$ cat config.mk
export PLATFORM = sky130hd
export DESIGN_NAME = jtype_redirect_ctrl
export DESIGN_NICKNAME = d
export VERILOG_FILES = /design/src/rtl/jtype_redirect_ctrl.sv
export SDC_FILE = /design/constraint.sdc
export NUM_CORES = 1
export LEC_CHECK = 0
export ABC_AREA = 0
export CORE_UTILIZATION = 35
export DETAILED_ROUTE_END_ITERATION = 8
export PLACE_DENSITY = 0.7
export SLEW_MARGIN = 20
export SYNTH_ARGS = -nofsm -noshare
export SYNTH_HDL_FRONTEND = slang
export SYNTH_SLANG_ARGS = --single-unit
$ cat constraint.sdc
create_clock -name clock -period 1.8 [get_ports clock]
set_input_delay 0.27 -clock clock [delete_from_list [all_inputs] [get_ports clock]]
set_output_delay 0.27 -clock clock [all_outputs]
set_load 0.1 [all_outputs]
$ cat src/rtl/jtype_redirect_ctrl.sv
// ============================================================================
// jtype_redirect_ctrl
// ----------------------------------------------------------------------------
// Registered J-type control and redirect unit at the decode/execute boundary.
// It decodes j, jal, bex, setx (and jr when enabled). One cycle after an
// instruction is accepted, it produces a fetch redirect and/or a register
// write-back. After any taken redirect, a small FSM holds `flush` high so that
// the younger in-flight slots are squashed.
//
// Optional feature macro: JTYPE_JR_EN
//   defined   -> opcode 5'b00100 decodes as jr (redirect to in_rd_val, flush)
//   undefined -> opcode 5'b00100 is treated as a non-J instruction
//
// Parameters:
//   PC_W        program-counter / register data width (>= 27)
//   TGT_W       immediate target field width (<= PC_W)
//   FLUSH_DEPTH younger slots squashed after a taken redirect (1..7)
//
// Ports:
//   clock          rising-edge clock
//   reset_n        asynchronous active-low reset
//   stall          pipeline hold; nothing is accepted or advanced while high
//   in_valid       decode slot holds a real instruction
//   in_opcode      5-bit opcode
//   in_target      immediate T field
//   in_pc          PC of the decode-slot instruction
//   in_rd_val      $rd read value (jr target)
//   in_rstatus     current $r30 value (bex condition)
//   jitype         registered pulse: accepted instruction was J-type
//   redirect_valid one-cycle pulse: fetch must load redirect_pc
//   redirect_pc    redirect target; holds between pulses
//   flush          high while younger slots are being squashed
//   wb_we          one-cycle register write strobe
//   wb_addr        write register (31 for jal, 30 for setx); holds
//   wb_data        write data; holds
// ============================================================================
module jtype_redirect_ctrl #(
  parameter int PC_W        = 32,
  parameter int TGT_W       = 27,
  parameter int FLUSH_DEPTH = 2
) (
  input  logic             clock,
  input  logic             reset_n,
  input  logic             stall,
  input  logic             in_valid,
  input  logic [4:0]       in_opcode,
  input  logic [TGT_W-1:0] in_target,
  input  logic [PC_W-1:0]  in_pc,
  input  logic [PC_W-1:0]  in_rd_val,
  input  logic [PC_W-1:0]  in_rstatus,
  output logic             jitype,
  output logic             redirect_valid,
  output logic [PC_W-1:0]  redirect_pc,
  output logic             flush,
  output logic             wb_we,
  output logic [4:0]       wb_addr,
  output logic [PC_W-1:0]  wb_data
);

  localparam logic [4:0] OP_J    = 5'b00001;
  localparam logic [4:0] OP_JAL  = 5'b00011;
  localparam logic [4:0] OP_BEX  = 5'b10110;
  localparam logic [4:0] OP_SETX = 5'b10101;
  localparam logic [4:0] OP_JR   = 5'b00100;

  localparam logic [4:0] REG_RA     = 5'd31;
  localparam logic [4:0] REG_STATUS = 5'd30;

  // Three bits covers the full 1..7 flush window.
  localparam int         CNT_W      = 3;
  localparam logic [CNT_W-1:0] CNT_LOAD = CNT_W'(FLUSH_DEPTH);

`ifdef JTYPE_JR_EN
  localparam bit JR_EN = 1'b1;
`else
  localparam bit JR_EN = 1'b0;
`endif

  typedef enum logic [0:0] {
    ST_IDLE  = 1'b0,
    ST_FLUSH = 1'b1
  } state_t;

  state_t           state_q;
  state_t           state_d;
  logic [CNT_W-1:0] cnt_q;
  logic [CNT_W-1:0] cnt_d;

  logic             accept;
  logic [PC_W-1:0]  tgt_ext;
  logic             is_jtype;
  logic             taken;
  logic             wr_en;
  logic [4:0]       wr_addr;
  logic [PC_W-1:0]  wr_data;
  logic [PC_W-1:0]  redir_target;

  // New instructions are only taken from the decode slot while idle.
  // Anything presented during a flush window is a squashed younger slot.
  assign accept = in_valid & ~stall & (state_q == ST_IDLE);

  // Zero-extend the immediate target. This is written as a partial
  // overwrite so that it still works when TGT_W == PC_W.
  always_comb begin
    tgt_ext              = '0;
    tgt_ext[TGT_W-1:0]   = in_target;
  end

  // Decode of the decode-slot instruction into its resolution: whether it is
  // J-type, whether it redirects fetch, and what (if anything) it writes.
  // bex only redirects when $r30 is non-zero. The jr target comes from the
  // register file rather than from the immediate.
  always_comb begin
    is_jtype     = 1'b0;
    taken        = 1'b0;
    wr_en        = 1'b0;
    wr_addr      = '0;
    wr_data      = '0;
    redir_target = tgt_ext;
    case (in_opcode)
      OP_J: begin
        is_jtype = 1'b1;
        taken    = 1'b1;
      end
      OP_JAL: begin
        is_jtype = 1'b1;
        taken    = 1'b1;
        wr_en    = 1'b1;
        wr_addr  = REG_RA;
        wr_data  = in_pc + PC_W'(1);
      end
      OP_BEX: begin
        is_jtype = 1'b1;
        taken    = (in_rstatus != '0);
      end
      OP_SETX: begin
        is_jtype = 1'b1;
        wr_en    = 1'b1;
        wr_addr  = REG_STATUS;
        wr_data  = tgt_ext;
      end
      OP_JR: begin
        if (JR_EN) begin
          is_jtype     = 1'b1;
          taken        = 1'b1;
          redir_target = in_rd_val;
        end
      end
      default: begin
      end
    endcase
  end

  // Flush FSM state register.
  always_ff @(posedge clock or negedge reset_n) begin
    if (!reset_n) begin
      state_q <= ST_IDLE;
      cnt_q   <= '0;
    end else begin
      state_q <= state_d;
      cnt_q   <= cnt_d;
    end
  end

  // Flush FSM next-state logic. A taken redirect opens a window of
  // FLUSH_DEPTH non-stalled cycles. Stalled cycles do not consume the
  // window, because the younger slots have not moved while stalled.
  always_comb begin
    state_d = state_q;
    cnt_d   = cnt_q;
    case (state_q)
      ST_IDLE: begin
        if (accept && taken) begin
          state_d = ST_FLUSH;
          cnt_d   = CNT_LOAD;
        end
      end
      ST_FLUSH: begin
        if (!stall) begin
          cnt_d = cnt_q - CNT_W'(1);
          if (cnt_q == CNT_W'(1)) begin
            state_d = ST_IDLE;
          end
        end
      end
      default: begin
        state_d = ST_IDLE;
        cnt_d   = '0;
      end
    endcase
  end

  // Flush FSM outputs. flush is decoded straight from the state register,
  // so an asynchronous reset drops it immediately.
  always_comb begin
    flush = 1'b0;
    if (state_q == ST_FLUSH) begin
      flush = 1'b1;
    end
  end

  // Resolution registers. The strobes are single-cycle pulses that follow
  // an accept. The target and write-back fields only update when their
  // strobe fires, so they keep the last value between pulses. A stall in
  // the resolution cycle does not cancel a pulse that is already
  // registered; it only prevents a new accept.
  always_ff @(posedge clock or negedge reset_n) begin
    if (!reset_n) begin
      jitype         <= 1'b0;
      redirect_valid <= 1'b0;
      redirect_pc    <= '0;
      wb_we          <= 1'b0;
      wb_addr        <= '0;
      wb_data        <= '0;
    end else begin
      jitype         <= accept & is_jtype;
      redirect_valid <= accept & taken;
      wb_we          <= accept & wr_en;
      if (accept && taken) begin
        redirect_pc <= redir_target;
      end
      if (accept && wr_en) begin
        wb_addr <= wr_addr;
        wb_data <= wr_data;
      end
    end
  end

endmodule

==> metrics.md, run 1 <==
| Metric | Value |
|---|---|
| # DRC | `2` |
| Period utilization | `97.9%` |
| Diode count | `0` |
| Asr flop ratio synth | `100%` |
| # fillers | `819` |
| Worst Setup Start Kind | `input pin` |
| Layout area overhead | `75.3%` |
| Final global-route overflow total | `0` |
| Initial drt markers | `171` |
| Total power | `0.00990 W` |
| Pins Over Slew Limit | `0` |
| Register area share after synthesis | `46.3%` |
| Post-synth EDFFs | `0` |
| Unrepaired setup endpoints after global routing | `true` |
| Failing checks | `design-rule violations` |
| Pin count of the biggest net entering global routing | `39` |
| Synth Instances | `365` |
| CTS tree | `done` |
| Top Ports | `205` |
| Vias in the first global route | `3991` |
| Number of library cell types mapped by synthesis | `45` |
| Die X-Extent | `104 µm` |
| DR pass1 iterations | `6` |
| Run status | `finished, violations left` |
| Die height | `104 µm` |
| Initial Util | `35.9%` |
| Total Routing Usage GR | `22.7%` |
| Syn Area/Cell | `10.1 µm²` |
| Root Buffer | `clkbuf_8` |
| Avg WL per Cell | `16.6 µm` |
| CTS Sinks | `68` |
| First-pass GRT wire length | `19400 µm` |
| DIE AREA | `10900 µm²` |
| Final HPWL DP | `9590 µm` |
| Fin crit period | `1.76 ns` |
| Post-layout nets | `736` |
| Worst EP required | `2.03 ns` |
| Maximum clock rate | `568 MHz` |
| Synth warn | `0` |
| Vias | `3815` |
| Gp weighted congestion | `0.886` |
| Main synth FF type | `dfrtp_1` |
| Detail Route Antenna Nets | `0` |
| Crit path kind | `in -> reg` |
| Clk_lat worst skew | `0.34 ns` |
| Worst setup EP type | `flip-flop` |
| Clock-pin slew on the worst setup and hold paths | `0.08 ns` |
| Fin. Hold Viols | `0` |
| Critical path arrival | `1.99 ns` |
| Final setup violation count | `0` |
| Pleak | `2.93 nW` |
| Peak supply drop | `1.00 mV` |
| Critical path peak fanout | `8` |
| Longest Clk Path Bufs | `2` |
| Hold Crit Class | `in -> async` |
| Post-Syn Area | `3670 µm²` |
| Vias/cell | `5.15` |
| Setup TNS | `0 ns` |
| Clock Skew | `0.00554 ns` |
| WL final | `12300 µm` |
| Post-Route Utilization | `62.9%` |
| Layout cells sized above 1 | `36.5%` |
| H-tree depth | `3` |
| Num rows | `37` |
| Max Cap Viol | `0` |
| Core Box Area | `10200 µm²` |
| Initial antenna violation count | `0` |
| Num CTS Buffers | `9` |
| Pwr Density | `1540 nW/µm²` |
| PortBufs | `167` |
| Synthesized flop and latch total | `68` |
-- area by class of cell --
cell class / count / area [µm²] / area share (%)
Clock inverter: 4 / 72.6 / 1.13
Multi-Input combinational cell: 270 / 1940 / 30.1
Timing Repair Buffer: 246 / 2380 / 36.9
Tap cell: 136 / 170 / 2.64
Inverter: 6 / 22.5 / 0.350
Clock buffer: 11 / 151 / 2.35
Sequential cell: 68 / 1710 / 26.5
-- path summary, 6_finish.rpt --
kind	startpoint	to	slack [ns]	cells after the start
max	in_rstatus[22]	redirect_pc[22]	0.04	8
min	reset_n	redirect_pc[11]	0.40	2
max reg2reg	state_q	redirect_pc[22]	0.09	6
min reg2reg	wb_data[3]	wb_data[3]	0.49	2
max in group asynchronous	reset_n	state_q	0.83	3
min in group clock	in_pc[0]	wb_data[0]	0.47	5
-- sequential cells by signal, indices dropped and copies added, names as in the netlist --
signal and cells:
redirect_valid 1, wb_data 32, redirect_pc 27, jitype 1, wb_addr 2, state_q 1
wb_we 1, cnt_q 3
-- layer usage --
layer  vias up  share of wire, %  global-route usage, %
li1       1801                 -                      -
met1      1822                41                   27.6
met2       171                50                   39.6
met3        21               7.0                   4.70
met4         0               1.9                   7.86
met5         -                 0                      0
-- cells in the mapped netlist, types with 9 or more instances --
master   count  area, µm²
mux2_2      27        304
dfrtp_1     68       1700
nand3_1     12       60.1
buf_4       12       90.1
nor4_1      14       87.6
o21ai_1     11       55.1
xor2_1      16        140
a21oi_1      9       45.0
nand4_1     13       81.3
o21ai_0     14       70.1
nor2_1      30        113
nand2_1     40        150
-- cells by family after synthesis --
kind of cell | Yosys count | share of synthesized area [%]
AND/OR/NAND/NOR | 143 | 21.9
AO/OA/AOI/OAI | 69 | 12.2
flip-flops | 68 | 46.3
buffers and inverters | 31 | 4.67
multiplexers | 28 | 8.55
XOR/XNOR | 22 | 5.25
adder cells (fa/ha/maj) | 3 | 1.02
other | 1 | 0.102
-- critical path: stages --
cell and delay [ns]:
clkdlybuf4s50_1 0.40, nor4_1 0.29, nand4_1 0.18, o21ai_2 0.22, a21oi_4 0.09, buf_6 0.14
buf_16 0.14, mux2_2 0.26
-- stage by stage --
stage / hold slack (ns) / area [µm²] / setup WS (ns) / cells
floorplan: -0.0256 / 3690 / 0.0557 / 369
CTS: 0.404 / 6310 / -0.00795 / 739
finish: 0.400 / 6440 / 0.0381 / 741
global route: 0.436 / 6440 / -0.0298 / 741
global placement: 0.229 / 5970 / -0.415 / 717
detailed placement: 0.234 / 5970 / -0.491 / 717
-- layout by cell type, fill, tap and decap left out, types with 2 or more instances in the layout --
master | netlist | routed
buf_4 | 12 | 120
a32oi_1 | 5 | 5
and3_1 | 5 | 4
buf_12 | 0 | 16
mux2_2 | 27 | 27
nor2_1 | 30 | 30
clkbuf_8 | 0 | 11
o21ai_0 | 14 | 12
a21o_1 | 2 | 2
a221oi_1 | 4 | 4
and2_1 | 4 | 2
nor4b_4 | 1 | 4
a21oi_1 | 9 | 9
o21ai_1 | 11 | 12
nand4_1 | 13 | 13
nor4_1 | 14 | 7
and4b_1 | 2 | 2
a211oi_2 | 0 | 3
xor2_1 | 16 | 16
dlygate4sd2_1 | 0 | 4
dfrtp_1 | 68 | 67
o31a_1 | 4 | 4
and2_4 | 0 | 2
bufinv_16 | 0 | 2
xnor2_1 | 6 | 6
nor3_1 | 6 | 5
clkdlybuf4s50_1 | 0 | 82
dlymetal6s2s_1 | 0 | 12
conb_1 | 1 | 5
nand3_1 | 12 | 12
nand2_1 | 40 | 39
nand2b_1 | 2 | 2
nand4_2 | 2 | 2
nor4_2 | 1 | 8
buf_6 | 0 | 10
and4_1 | 3 | 2
inv_1 | 5 | 5
a22oi_1 | 8 | 8
ha_1 | 3 | 2
a31oi_1 | 5 | 5
-- where the power goes --
group	total [W]	internal (W)	switching, W
Sequential	0.00241	0.00205	0.000363
Clock	0.00141	0.000846	0.000567
Combinational	0.00607	0.00152	0.00455
Total	0.00990	0.00442	0.00548
-- what timing repair did --
action                                  4_1_cts  5_1_grt
hold buffers                                  1        0
gates cloned                                  1        1
pin swaps                                     5       17
gates resized for setup                      19       33
endpoints found under the setup margin       30       50
buffers inserted                              5        2
hold endpoints to repair                     30        0
Note: power is estimated with default switching activity, not from simulation.
==> run 2, diff against run 1 <==
--- a/config.mk
+++ b/config.mk
@@ -9,6 +9,8 @@
 export CORE_UTILIZATION = 35
 export DETAILED_ROUTE_END_ITERATION = 8
 export PLACE_DENSITY = 0.7
+export SETUP_SLACK_MARGIN = 0.15
+export SKIP_CTS_REPAIR_TIMING = 1
 export SLEW_MARGIN = 20
 export SYNTH_ARGS = -nofsm -noshare
 export SYNTH_HDL_FRONTEND = slang
==> run 2 against run 1 <==
Effect of this change:
- highest routed layer unchanged
- via count up 2.7%
- routed wire length up 5.4%
- the flow now finishes without violations
- critical path type is now reg -> reg
- power up 0.15%
- first-iteration DRC count down 9.4%
- clock skew down 0.00062 ns
- largest power group unchanged
- setup slack better by 0.15 ns
- register-to-register slack better by 0.10 ns
- combinational power up 2%
==> metrics.md, run 2 (synthesis gave the netlist of run 1 again) <==
| Metric | Value |
|---|---|
| Worst setup EP type | `flip-flop` |
| Num CTS Buffers | `9 (unchanged)` |
| Die height | `104 µm (unchanged)` |
| Largest register by flop count | `wb_data` |
| Detail Route Antenna Nets | `0 (unchanged)` |
| Fin. Hold Viols | `0 (unchanged)` |
| Vias/cell | `5.18 (+0.69%)` |
| Die X-Extent | `104 µm (unchanged)` |
| Critical Path, Cell by Cell | `nor2_4 -> nand2_2 -> a21oi_4 -> buf_12 -> clkbuf_16 -> mux2_2` |
| Pleak | `3.40 nW (+16%)` |
| Critical R2R Capture | `redirect_pc[7]` |
| PortBufs | `167 (unchanged)` |
| Clock-pin slew on the worst setup and hold paths | `0.07 ns (about the same)` |
| Top Ports | `205 (unchanged)` |
| CTS tree | `done` |
| R2r setup slk | `0.19 ns (+0.10 ns)` |
| Final global-route overflow total | `0 (unchanged)` |
| Period utilization | `89.4% (-8.5 points)` |
| Commonest non-fill, non-tap cell in the layout | `buf_4` |
| Longest Clk Path Bufs | `2 (unchanged)` |
| CP max stage cell | `dfrtp_4` |
| Unrepaired setup endpoints after global routing | `false` |
| Dpl cell area | `6050 µm² (+1.4%)` |
| Layout area overhead | `85.0%` |
| Max Cap Viol | `0 (unchanged)` |
| Pwr Density | `1460 nW/µm² (-5.1%)` |
| Run status | `finished, final reports clean` |
| Max reg flops | `32 (unchanged)` |
| Initial Util | `35.9% (unchanged)` |
| Peak supply drop | `0.911 mV (-9.2%)` |
| Num rows | `37 (unchanged)` |
| Total power | `0.00991 W (+0.15%)` |
| Hold Crit Class | `in -> async` |
| Post-Layout Cell Count | `756 (+2.0%)` |
| Fin crit period | `1.61 ns (-0.153 ns)` |
| Clock Skew | `0.00492 ns (-0.000623 ns)` |
| Post-layout nets | `750 (+1.9%)` |
| Avg WL per Cell | `17.2 µm (+3.3%)` |
| Vias in the first global route | `3920 (-1.8%)` |
| Final instance area | `6800 µm² (+5.5%)` |
| Core Box Area | `10200 µm² (unchanged)` |
| Hold Slack | `0.416 ns (+0.0158 ns)` |
| Worst EP required | `2.04 ns (about the same)` |
| Largest registers | `wb_data: 32 flops, redirect_pc: 27 flops, cnt_q: 3 flops` |
| WL final | `13000 µm (+5.4%)` |
| First-pass GRT wire length | `18800 µm (-2.8%)` |
| Setup TNS | `0 ns (unchanged)` |
| Critical path arrival | `1.85 ns (-0.14 ns)` |
| Vias | `3919 (+2.7%)` |
| Final setup violation count | `0 (unchanged)` |
| Initial drt markers | `155 (-9.4%)` |
| Worst Setup Start Kind | `flip-flop` |
| CTS Sinks | `68 (unchanged)` |
| Initial antenna violation count | `0 (unchanged)` |
| Diode count | `0 (unchanged)` |
| Most frequent cells in the layout | `buf_4, dfrtp_1, dlymetal6s2s_1` |
| Maximum clock rate | `622 MHz (+9.5%)` |
| Final HPWL DP | `9460 µm (-1.3%)` |
| Gp weighted congestion | `0.870 (-1.8%)` |
| Layout cells sized above 1 | `40.5% (+4.0 points)` |
| H-tree depth | `3 (unchanged)` |
| Root Buffer | `clkbuf_8` |
| Pins Over Slew Limit | `0 (unchanged)` |
| Clk_lat worst skew | `0.35 ns (about the same)` |
| DR pass1 iterations | `5 (-1)` |
| Worst path max stage delay | `0.50 ns (+0.10 ns)` |
| FF-to-FF path depth | `6 (unchanged)` |
| Pin count of the biggest net entering global routing | `36 (-7.7%)` |
| # DRC | `0 (-2)` |
| Worst r2r src | `state_q` |
| Critical path peak fanout | `7 (-1)` |
| Post-Place Cells | `725 (+1.1%)` |
| Total Routing Usage GR | `21.8% (-0.91 points)` |
| DIE AREA | `10900 µm² (unchanged)` |
| Crit path kind | `reg -> reg` |
| # fillers | `805 (-1.7%)` |
==> run 2: cell type report <==
type / count / area (µm²) / share of cell area, %
Timing Repair Buffer: 259 / 2640 / 38.8
Multi-Input combinational cell: 271 / 2060 / 30.3
Sequential cell: 68 / 1710 / 25.1
Tap cell: 136 / 170 / 2.50
Clock buffer: 12 / 155 / 2.28
Clock inverter: 4 / 47.5 / 0.700
Inverter: 6 / 22.5 / 0.331
==> run 2: worst max path at each step <==
stage               from              to
3_5_place_dp    in_pc[7]     wb_data[15]
6_report         state_q  redirect_pc[7]
4_1_cts         in_pc[7]     wb_data[15]
2_1_floorplan    state_q  redirect_pc[0]
3_3_place_gp    in_pc[0]     wb_data[15]
5_1_grt        in_pc[18]     wb_data[30]
==> run 2: report_power, final <==
group	switching (W)	internal (W)	leakage (nW)
Clock	0.000592	0.000711	0.102
Sequential	0.000379	0.00205	0.867
Combinational	0.00459	0.00159	2.43
Total	0.00556	0.00435	3.40
==> run 2: layer usage <==
layer | vias to the layer above | global-route usage, % | wire (µm)
met5 | - | 0 | 0
met4 | 0 | 6.43 | 155
met3 | 14 | 4.82 | 857
met2 | 162 | 38.8 | 6740
met1 | 1914 | 26.1 | 5230
li1 | 1829 | - | -
==> run 2: critical path: cells and delay by family (launching register included) <==
kind	cells	cell delay (ns)
AOI/OAI and AO/OA	1	0.14
muxes	1	0.33
buffers and inverters	2	0.32
and+or+nand+nor	2	0.19
DFF	1	0.50
==> run 2: through the flow <==
stage,setup WS [ns],util [%]
floorplan,0.143,-
global placement,-0.418,59.1
detailed placement,-0.428,59.1
CTS,-0.0578,61.1
global route,0.128,66.4
finish,0.191,66.4
==> run 3, diff against run 2 <==
--- a/config.mk
+++ b/config.mk
@@ -9,7 +9,6 @@
 export CORE_UTILIZATION = 35
 export DETAILED_ROUTE_END_ITERATION = 8
 export PLACE_DENSITY = 0.7
-export SETUP_SLACK_MARGIN = 0.15
 export SKIP_CTS_REPAIR_TIMING = 1
 export SLEW_MARGIN = 20
 export SYNTH_ARGS = -nofsm -noshare
==> run 3 against run 2 <==
Effect of this change:
- the run now ends with design-rule violations left
- clock power increased by 8%
- combinational power decreased by 2%
- clock skew increased by 0.0016 ns
- setup slack got worse by 0.15 ns
- global-route usage increased by 0.37 points
- via count decreased by 3.7%
- first-iteration DRC count decreased by 14%
- critical path type is now in -> reg
- largest cell class unchanged
- largest power group unchanged
==> metrics.md, run 3 (synthesis gave the netlist of run 1 again) <==
| Metric | Value |
|---|---|
| Run status | `finished, violations left` |
| Failing checks | `design-rule violations` |
| Largest registers | `wb_data: 32 flops, redirect_pc: 27 flops, cnt_q: 3 flops` |
| Clock Skew | `0.00647 ns (+0.00155 ns)` |
| Layout area overhead | `75.1%` |
| R2r setup slk | `0.10 ns (-0.09 ns)` |
| Critical path peak fanout | `8 (+1)` |
| Initial antenna violation count | `0 (unchanged)` |
| Root Buffer | `clkbuf_8` |
| Most frequent cells in the layout | `buf_4, clkdlybuf4s50_1, dfrtp_1` |
| Max reg flops | `32 (unchanged)` |
| Final global-route overflow total | `0 (unchanged)` |
| Vias/cell | `5.11 (-1.5%)` |
| Core Box Area | `10200 µm² (unchanged)` |
| Commonest non-fill, non-tap cell in the layout | `buf_4` |
| Clock-pin slew on the worst setup and hold paths | `0.08 ns (about the same)` |
| Worst EP required | `2.03 ns (about the same)` |
| Pleak | `2.95 nW (-13%)` |
| Final setup violation count | `0 (unchanged)` |
| Pins Over Slew Limit | `0 (unchanged)` |
| DR pass1 iterations | `6 (+1)` |
| Final HPWL DP | `9590 µm (+1.4%)` |
| Critical Path, Cell by Cell | `clkdlybuf4s50_1 -> nor4_2 -> nand4_1 -> o21ai_2 -> a21oi_4 -> buf_12 -> clkbuf_16 -> mux2_2` |
| Maximum clock rate | `568 MHz (-8.7%)` |
| Die X-Extent | `104 µm (unchanged)` |
| Gp weighted congestion | `0.886 (+1.8%)` |
| H-tree depth | `3 (unchanged)` |
| Vias in the first global route | `3932 (+0.31%)` |
| Top Ports | `205 (unchanged)` |
| Diode count | `0 (unchanged)` |
| Fin. Hold Viols | `0 (unchanged)` |
| Longest Clk Path Bufs | `2 (unchanged)` |
| Hold Crit Class | `in -> async` |
| Total Routing Usage GR | `22.2% (+0.37 points)` |
| Post-layout nets | `734 (-2.1%)` |
| Worst Path Buf+Inv | `3 (+1)` |
| Worst setup EP type | `flip-flop` |
| Layout cells sized above 1 | `36.0% (-4.5 points)` |
| # DRC | `2 (+2)` |
| Setup TNS | `0 ns (unchanged)` |
| Clk_lat worst skew | `0.34 ns (about the same)` |
| Max Cap Viol | `0 (unchanged)` |
| Avg WL per Cell | `16.6 µm (-3.0%)` |
| Pin count of the biggest net entering global routing | `39 (+8.3%)` |
| Vias | `3773 (-3.7%)` |
| First-pass GRT wire length | `19000 µm (+0.73%)` |
| Crit path kind | `in -> reg` |
| Initial drt markers | `133 (-14%)` |
| CP max stage cell | `clkdlybuf4s50_1` |
| Worst Setup Start Kind | `input pin` |
| Largest register by flop count | `wb_data` |
| Num CTS Buffers | `9 (unchanged)` |
| Fin crit period | `1.76 ns (+0.152 ns)` |
| Period utilization | `97.8% (+8.5 points)` |
| Worst path max stage delay | `0.43 ns (-0.07 ns)` |
| Top delay family on crit path | `buffers and inverters` |
| Die height | `104 µm (unchanged)` |
| Pwr Density | `1540 nW/µm² (+5.5%)` |
| CTS tree | `done` |
| Critical path arrival | `1.99 ns (+0.14 ns)` |
| Initial Util | `35.9% (unchanged)` |
| DIE AREA | `10900 µm² (unchanged)` |
| Detail Route Antenna Nets | `0 (unchanged)` |
| Num rows | `37 (unchanged)` |
| Total power | `0.00990 W (-0.12%)` |
| CTS Sinks | `68 (unchanged)` |
| WL final | `12300 µm (-5.2%)` |
| Peak supply drop | `1.00 mV (+10%)` |
| PortBufs | `167 (unchanged)` |
-- run 3: worst reg2reg max path, stage by stage, from the launching register on --
cell,delay [ns]
dfrtp_4,0.50
nor2_1,0.18
nand2_1,0.14
a21oi_4,0.15
buf_12,0.15
clkbuf_16,0.15
mux2_2,0.33
-- run 3: area by class of cell --
cell class	instances	area, µm²
clock buffers	11	151
clock inverters	4	72.6
fillers	822	3800
inverters	6	22.5
multi-input cells	270	1920
flip-flops and latches	68	1710
well taps	136	170
repair buffers	244	2390
-- run 3: path summary, 6_finish.rpt --
path	from	end	depth (start not counted)
max	in_rstatus[4]	redirect_pc[25]	8
min	reset_n	redirect_pc[11]	2
max reg2reg	state_q	redirect_pc[25]	6
min reg2reg	wb_data[3]	wb_data[3]	2
max in group asynchronous	reset_n	state_q	3
min in group clock	in_pc[0]	wb_data[0]	5
-- run 3: power breakdown --
group	total [W]	internal (W)	switching, W
Sequential	0.00242	0.00205	0.000365
Combinational	0.00607	0.00152	0.00455
Clock	0.00141	0.000846	0.000568
-- run 3: per-layer routing --
metal  track usage, %  routed length, µm  vias to the layer above
met2             38.8               6070                      165
met5                0                  0                        -
met4             7.45                293                        0
met3             4.39                822                       22
met1             27.1               5120                     1792
li1                 -                  -                     1794
-- run 3: metrics by stage --
stage / util [%] / std cells / setup slack, ns / area, µm² / hold WS (ns)
after CTS: 60.5 / 732 / -0.133 / 6190 / -0.138
after floorplan: - / 369 / 0.0557 / 3690 / -0.0256
after global placement: 58.3 / 717 / -0.415 / 5970 / 0.229
final: 62.9 / 739 / 0.0390 / 6430 / 0.398
after global routing: 62.9 / 739 / -0.0328 / 6430 / 0.436
after detailed placement: 58.3 / 717 / -0.491 / 5970 / 0.234
